[src/rtl/countdown_tens_sec.sv]
// countdown_tens_sec
// Tens-of-seconds digit of the countdown timer. A mod-(MAX_VAL+1) down-counter
// fed by one-cycle borrow ticks from the units stage. On a tick at zero it either
// wraps to MAX_VAL and sends a registered borrow to the minutes stage, or, when
// it is the terminal digit (last_in_i), it stops in EXPIRED with done_o high.
// The digit drives a 7-segment display (active-high a..g) directly.
//
// Optional feature macro: COUNTDOWN_BLINK_EN
//   When defined, the segments blink while EXPIRED. Each half-period lasts
//   BLINK_CYCLES clocks, and the first half-period is blank.
//   When undefined, EXPIRED shows a steady "0" and no blink counter exists.
//
// Ports
//   clk_i          system clock, all state on the rising edge
//   rst_n_i        asynchronous active-low reset
//   tick_i         one-cycle borrow pulse from the units stage
//   last_in_i      all higher digits are zero (this stage is terminal)
//   start_i        one-cycle pulse, begin/resume counting
//   stop_i         one-cycle pulse, pause
//   load_i         one-cycle pulse, load load_val_i (saturated to MAX_VAL)
//   load_val_i     preset value
//   digit_o        current value 0..MAX_VAL
//   borrow_out_o   one-cycle registered borrow to the next stage
//   zero_o         digit_o == 0
//   done_o         high while EXPIRED
//   ads_o..gds_o   segments a..g, active-high
module countdown_tens_sec #(
  parameter int MAX_VAL      = 5,
  parameter int BLINK_CYCLES = 4
) (
  input  logic       clk_i,
  input  logic       rst_n_i,
  input  logic       tick_i,
  input  logic       last_in_i,
  input  logic       start_i,
  input  logic       stop_i,
  input  logic       load_i,
  input  logic [2:0] load_val_i,
  output logic [2:0] digit_o,
  output logic       borrow_out_o,
  output logic       zero_o,
  output logic       done_o,
  output logic       ads_o,
  output logic       bds_o,
  output logic       cds_o,
  output logic       dds_o,
  output logic       eds_o,
  output logic       fds_o,
  output logic       gds_o
);

  if (MAX_VAL < 1 || MAX_VAL > 7 || BLINK_CYCLES < 1) begin : g_param_check
    $error("countdown_tens_sec: MAX_VAL must be 1..7 and BLINK_CYCLES >= 1");
  end

  localparam logic [2:0] MaxD = 3'(MAX_VAL);

  typedef enum logic [1:0] {
    ST_STOPPED = 2'd0,
    ST_RUNNING = 2'd1,
    ST_EXPIRED = 2'd2
  } state_e;

  state_e     state_q, state_d;
  logic [2:0] digit_q, digit_d;
  logic       borrow_q, borrow_d;

  always_ff @(posedge clk_i or negedge rst_n_i) begin
    if (!rst_n_i) begin
      state_q  <= ST_STOPPED;
      digit_q  <= 3'd0;
      borrow_q <= 1'b0;
    end else begin
      state_q  <= state_d;
      digit_q  <= digit_d;
      borrow_q <= borrow_d;
    end
  end

  // Priority: LOAD > STOP > START > TICK. The borrow defaults low so it can
  // never last more than the single cycle after a wrap.
  always_comb begin
    state_d  = state_q;
    digit_d  = digit_q;
    borrow_d = 1'b0;
    if (load_i) begin
      digit_d = (load_val_i > MaxD) ? MaxD : load_val_i;
      state_d = ST_STOPPED;
    end else begin
      unique case (state_q)
        ST_STOPPED: begin
          if (!stop_i && start_i) state_d = ST_RUNNING;
        end
        ST_RUNNING: begin
          if (stop_i) begin
            state_d = ST_STOPPED;
          end else if (tick_i) begin
            if (digit_q != 3'd0) begin
              digit_d = digit_q - 3'd1;
            end else if (!last_in_i) begin
              digit_d  = MaxD;
              borrow_d = 1'b1;
            end else begin
              state_d = ST_EXPIRED;
            end
          end
        end
        ST_EXPIRED: begin
          // Only LOAD or reset leaves this state.
        end
        default: state_d = ST_STOPPED;
      endcase
    end
  end

  logic seg_en;

`ifdef COUNTDOWN_BLINK_EN
  localparam int BW = (BLINK_CYCLES > 1) ? $clog2(BLINK_CYCLES) : 1;

  logic [BW-1:0] blink_cnt_q, blink_cnt_d;
  logic          blink_on_q, blink_on_d;

  always_ff @(posedge clk_i or negedge rst_n_i) begin
    if (!rst_n_i) begin
      blink_cnt_q <= '0;
      blink_on_q  <= 1'b0;
    end else begin
      blink_cnt_q <= blink_cnt_d;
      blink_on_q  <= blink_on_d;
    end
  end

  // The phase restarts (blank, count 0) on every entry into EXPIRED because
  // it is held clear whenever the next state is anything else.
  always_comb begin
    blink_cnt_d = '0;
    blink_on_d  = 1'b0;
    if (state_q == ST_EXPIRED && state_d == ST_EXPIRED) begin
      if (blink_cnt_q == BW'(BLINK_CYCLES - 1)) begin
        blink_cnt_d = '0;
        blink_on_d  = ~blink_on_q;
      end else begin
        blink_cnt_d = blink_cnt_q + 1'b1;
        blink_on_d  = blink_on_q;
      end
    end
  end

  assign seg_en = (state_q != ST_EXPIRED) || blink_on_q;
`else
  assign seg_en = 1'b1;
`endif

  // Segment pattern ordered {a,b,c,d,e,f,g}.
  logic [6:0] seg_raw;
  always_comb begin
    seg_raw = 7'b0000000;
    unique case (digit_q)
      3'd0: seg_raw = 7'b1111110;
      3'd1: seg_raw = 7'b0110000;
      3'd2: seg_raw = 7'b1101101;
      3'd3: seg_raw = 7'b1111001;
      3'd4: seg_raw = 7'b0110011;
      3'd5: seg_raw = 7'b1011011;
      3'd6: seg_raw = 7'b1011111;
      3'd7: seg_raw = 7'b1110000;
      default: seg_raw = 7'b0000000;
    endcase
  end

  logic [6:0] seg;
  assign seg = seg_en ? seg_raw : 7'b0000000;

  assign {ads_o, bds_o, cds_o, dds_o, eds_o, fds_o, gds_o} = seg;

  assign digit_o      = digit_q;
  assign borrow_out_o = borrow_q;
  assign zero_o       = (digit_q == 3'd0);
  assign done_o       = (state_q == ST_EXPIRED);

endmodule

[config.mk]
export PLATFORM = sky130hd
export DESIGN_NAME = countdown_tens_sec
export DESIGN_NICKNAME = d
export VERILOG_FILES = /design/src/rtl/countdown_tens_sec.sv
export SDC_FILE = /design/constraint.sdc
export NUM_CORES = 1
export LEC_CHECK = 0
export ABC_AREA = 1
export BUFFER_PORTS_ARGS = -buffer_cell sky130_fd_sc_hd__buf_2
export CAP_MARGIN = 20
export CORE_AREA = 2 2 39 41
export DETAILED_ROUTE_END_ITERATION = 10
export DIE_AREA = 0 0 41 43
export GPL_TIMING_DRIVEN = 0
export PLACE_DENSITY = 0.67
export SLEW_MARGIN = 20
export SYNTH_ARGS = -nofsm -noshare
export SYNTH_HDL_FRONTEND = slang
export SYNTH_SLANG_ARGS = --single-unit
[constraint.sdc]
create_clock -name clk_i -period 2.06 [get_ports clk_i]
set_input_delay 0.309 -clock clk_i [delete_from_list [all_inputs] [get_ports clk_i]]
set_output_delay 0.309 -clock clk_i [all_outputs]
set_load 0.1 [all_outputs]
After elaboration in Yosys (flattened, before gate mapping)
Memories as Yosys holds them, arrays and structs flattened.
Index checks and enable logic that the tools add are counted.

cells by class
  $add $sub $neg = 1
  $lt $le $gt $ge = 1
  eq/ne operators = 9
  multiplexer cells = 20
  reductions and logical operators = 9

operators by type and width
  cell                                                   count
  2-to-1 mux 3 bit                                       7
  2-to-1 mux 2 bit                                       6
  inequality test 4 bit, second input constant           3
  2-to-1 mux 1 bit                                       6
  case mux 2 bit (3 select lines)                        1
  AND reduction 5 bit                                    1
  AND reduction 4 bit                                    1
  nonzero test 2 bit                                     2
  greater-than comparator 3 bit, second input constant   1
  zero test 3 bit                                        1
  inequality test 3 x 1 -> 1 bit, second input constant  1
  inequality test 3 bit, second input constant           1
  nonzero test 3 bit                                     1
  subtractor 3 x 1 -> 3 bit, second input constant       1
  equality test 2 x 1 -> 1 bit, second input constant    1
  equality test 2 bit, second input constant             1
  zero test 2 bit                                        1
  inequality test 2 x 1 -> 1 bit, second input constant  1
  inequality test 2 bit, second input constant           1
  logical AND 1 bit                                      1
  zero test 1 bit                                        1

storage, ports and cells
  bits in registers = 6
  ROM bits = 56
  input bits = 10
  output and inout bits = 13
  word-level logic and storage cells = 44
  memories kept = 1

memory list
  memory            words  bits a word  read ports  clocked after Yosys merged registers in  write ports  line  text
  (name not given)  8      7            1           0                                        0            159   unique case (digit_q)

Depth between registers and ports, before layout
  depth in word-level cells = 6
  gate-level depth with buffers = 9
  depth with buffers taken out = 9

Worst setup path after synthesis
No wires, ideal clock.

  path kind = register -> output
  start point = reg digit_q[1] (netlist: digit_o[1])
  end point = out ads_o
  arrival = 3556 ps
  required time = 1751 ps
  setup slack = -1805 ps
  stages on the path, launching flop included = 4
  path buffers = 0
  cell sequence = dfrtp_1 -> inv_1 -> ha_1 -> o21ai_0

on the way
  cells in the longest elaborated chain, start to end = 1

ends and longest elaborated chain
  what                     line  text
  from (decl)              65    logic [2:0] digit_q, digit_d;
  from (signal assigned)   75    digit_q <= digit_d;
  memory read (8 x 7 bit)  n/a
  to (decl)                43    output logic ads_o,

No other way between the ends.

Worst setup path in the final report
  start point = reg digit_q[0] (netlist: digit_o[0])
  end point = out zero_o

on the way
  cells in the longest elaborated chain, start to end = 1

ends and longest elaborated chain
  what             line  text
  zero test 3 bit  179   assign zero_o = (digit_q == 3'd0);
  to (decl)        41    output logic zero_o,

No other way between the ends.

==> impl_metrics.yaml <==
run_status:
  status: "finished, final reports clean"
synth:
  syn_nets: 93
  async_flop_share_pct: 100
  syn_avg_cell_area_um2: 7.10
  seq_area_frac_synth_pct: 27.8
  synth_mux_area_share_pct: 0
  synth_ff_type: "dfrtp_1"
  ys_ff_latch: 6
  syn_area_um2: 539
  synthCells: 76
  synth.largest_area_cell: "dfrtp_1"
  synth_top_family_by_area: "simple AND/OR/NAND/NOR gates"
  synth_top_area_share_pct: 27.8
  yosys-top-cells-area: "dfrtp_1, ha_1, nand2_1, nand3_2, inv_1"
  synth_commonest_cells: "nand2_1, ha_1, inv_1, nor2_1, dfrtp_1"
  yosys.area_share.simple_pct: 40.1
  synth_edf_count: 0
  synthAdderAreaFrac_pct: 16.2
  yosys_warnings: 0
  yosysUniqueCellTypes: 19
  yosysMostFrequentCell: "nand2_1"
  synth_compound_area_share_pct: 7.89
  yosys.area_share.xor_xnor_pct: 0
routing:
  initialDrtViolationCount: 8
  wl_mm: 1.11
  drcViolationCount: 0
  wl_per_cell_um: 9.34
  viasPerCell: 4.63
  via_count: 551
  first_pass_iters: 4
  ant_nets: 0
cts:
  h-tree-depth: 1
  numCtsBuffers: 3
  cts_setup_buffers: 0
  clock-sinks: 6
  clkTransAtPathRegs_ns: 0.05
  cts_tree: "done"
  cts_root_buffer: "clkbuf_4"
  clkLatencyLatePin_ns: 0.24
  cts_buffer_depth: 2
timing:
  min_period_ns: 1.95
  tightest_slew_ns: 0.490
  fmax_mhz: 512
  final.setup_skew_ns: 0.00293
  rsz0062_at_grt: "no"
  hold_viol: 0
  finalSetupViolations: 0
  drv_slew: 0
  relSlewSlack_pct: 67.5
  min_period_over_period_pct: 94.9
  hold_slack_ns: 0.291
final_layout:
  diodes: 0
  drive_gt1_share_pct: 47.6
  utilization_pct: 56.5
  instances_no_fill: 119
  nFillCells: 143
  final_net_count: 121
  syn2layout_area_growth_pct: 45.0
floorplanning:
  ios: 23
  initial_core_util_pct: 39.0
  dieArea_um2: 1760
  rows: 14
  die_h_um: 43
  coreArea_um2: 1380
  dieWidth_um: 41
critical_path:
  arrival_ns: 1.65
  timing.critical_path.from: "digit_o[0]$_DFFE_PN0P_"
  rr_worst_depth: 7
  reg2reg_to: "state_q[1]$_DFFE_PN0P_"
  endpoint_kind: "output port"
  critPathLaunchType: "flip-flop"
  cp-endpoint: "zero_o"
  crit_type: "flip-flop to output port"
  cp.required_ns: 1.75
  r2r_slack_ns: 0.72
  worstReg2RegStart: "digit_o[0]$_DFFE_PN0P_"
  path_max_fanout: 7
global_route:
  grt_max_degree: 11
  grt_pass1_vias: 451
  grt_first_pass_wirelength_mm: 1.84
  grt-ovfl-total: 0
  grt_use_total_pct: 14.9
  antenna_found_initial: 0
power_and_ir_drop:
  clockPowerShare_pct: 12.9
  p_sw_mw: 0.567
  swShare_pct: 62.9
  p_int_mw: 0.335
  p_seq_share_pct: 18.6
  p_per_area_nw_per_um2: 1150
  p_leak_nw: 0.410
  combinationalPowerShare_pct: 68.5
  ir_worst_vdd_mv: 0.679
flow_run:
  maxCapViolCount: 0
placement:
  io_buffer_count: 22
  dp_hpwl_um: 904
  gp_congestion: 0.738
  dp.cells: 114
min_path:
  hold_class: "primary input to flip-flop"
  whs_path_depth: 2
[area by class of cell]
| type | count | area, µm² | share of cell area (%) |
|---|---|---|---|
| plain buffers | 1 | 5.00 | 0.640 |
| clock buffers | 4 | 26.3 | 3.36 |
| inverters | 10 | 42.5 | 5.44 |
| multi-input cells | 59 | 407 | 52.0 |
| flip-flops and latches | 6 | 159 | 20.3 |
| well taps | 16 | 20.0 | 2.56 |
| repair buffers | 23 | 123 | 15.7 |
[registers in the layout (all words and copies together), names as in the netlist]
register      count
digit_o           3
state_q           2
borrow_out_o      1
[metal layers]
metal	global-route usage, %	share of wire, %	vias up
li1	-	-	296
met5	0	0	-
met3	6.28	6.1	0
met1	21.4	50	240
met4	2.00	0	0
met2	20.9	44	15
[power by group through the flow]
stage                     clock [mW]  sequential (mW)  combinational (mW)
final                          0.116            0.168               0.618
after global routing           0.133            0.171               0.647
after CTS                      0.123            0.169               0.623
after detailed placement           0            0.170               0.617
after global placement             0            0.170               0.614
after floorplan                    0            0.238               0.466
[worst min path at each step]
stage | to | start | slack (ns)
final | borrow_out_o$_DFF_PN0_ | last_in_i | 0.29
after global routing | borrow_out_o$_DFF_PN0_ | last_in_i | 0.29
after CTS | borrow_out_o$_DFF_PN0_ | last_in_i | 0.29
after detailed placement | digit_o[0]$_DFFE_PN0P_ | rst_n_i | 0.14
after global placement | state_q[0]$_DFFE_PN0P_ | rst_n_i | 0.14
after floorplan | borrow_out_o$_DFF_PN0_ | rst_n_i | 0.01
[metrics by stage]
stage / TNS (ns) / worst slack (ns) / total power [mW] / area, µm²
detailed placement: 0 / 0.265 / 0.787 / 743
floorplan: -0.210 / -0.160 / 0.703 / 613
CTS: 0 / 0.0879 / 0.914 / 782
global placement: 0 / 0.286 / 0.783 / 743
global route: 0 / 0.0366 / 0.951 / 782
finish: 0 / 0.105 / 0.901 / 782
[kinds of logic (layout without fill, tap and decap cells)]
family                   after synthesis  after routing
buffers and inverters                 11             38
flip-flops                             6              6
adder cells (fa/ha/maj)                7              7
AO/OA/AOI/OAI                          8              8
AND/OR/NAND/NOR                       44             44
[worst max-delay path, cell delays in order, from the launching register on]
cell     delay [ns]
dfrtp_4        0.53
inv_4          0.10
ha_4           0.16
inv_2          0.05
nor2_4         0.13
buf_2          0.44
[layout by cell type (no fill, tap or decap)]
master,instances
nand3_1,5
nor4_1,1
buf_2,22
nand2_2,3
or2_4,1
inv_2,3
dfrtp_2,1
nor2_4,1
buf_4,1
inv_1,5
o31ai_1,1
nand2_4,1
clkbuf_4,3
ha_4,1
inv_4,2
nand2_1,20
dlygate4sd3_1,1
ha_1,6
nand3b_1,1
a21oi_1,1
nor2_1,7
nor2_2,1
dfrtp_1,3
clkbuf_1,1
nand3_2,3
o21ai_4,3
o21ai_2,1
o21ai_1,2
dfrtp_4,2
[timing repair]
action | 4_1_cts | 5_1_grt
endpoints found under the hold margin | 6 | 0
hold buffers | 1 | 0
gates resized for setup | 1 | 0
endpoints found under the setup margin | 1 | 0
No activity file was read; power rests on OpenSTA's default activity.
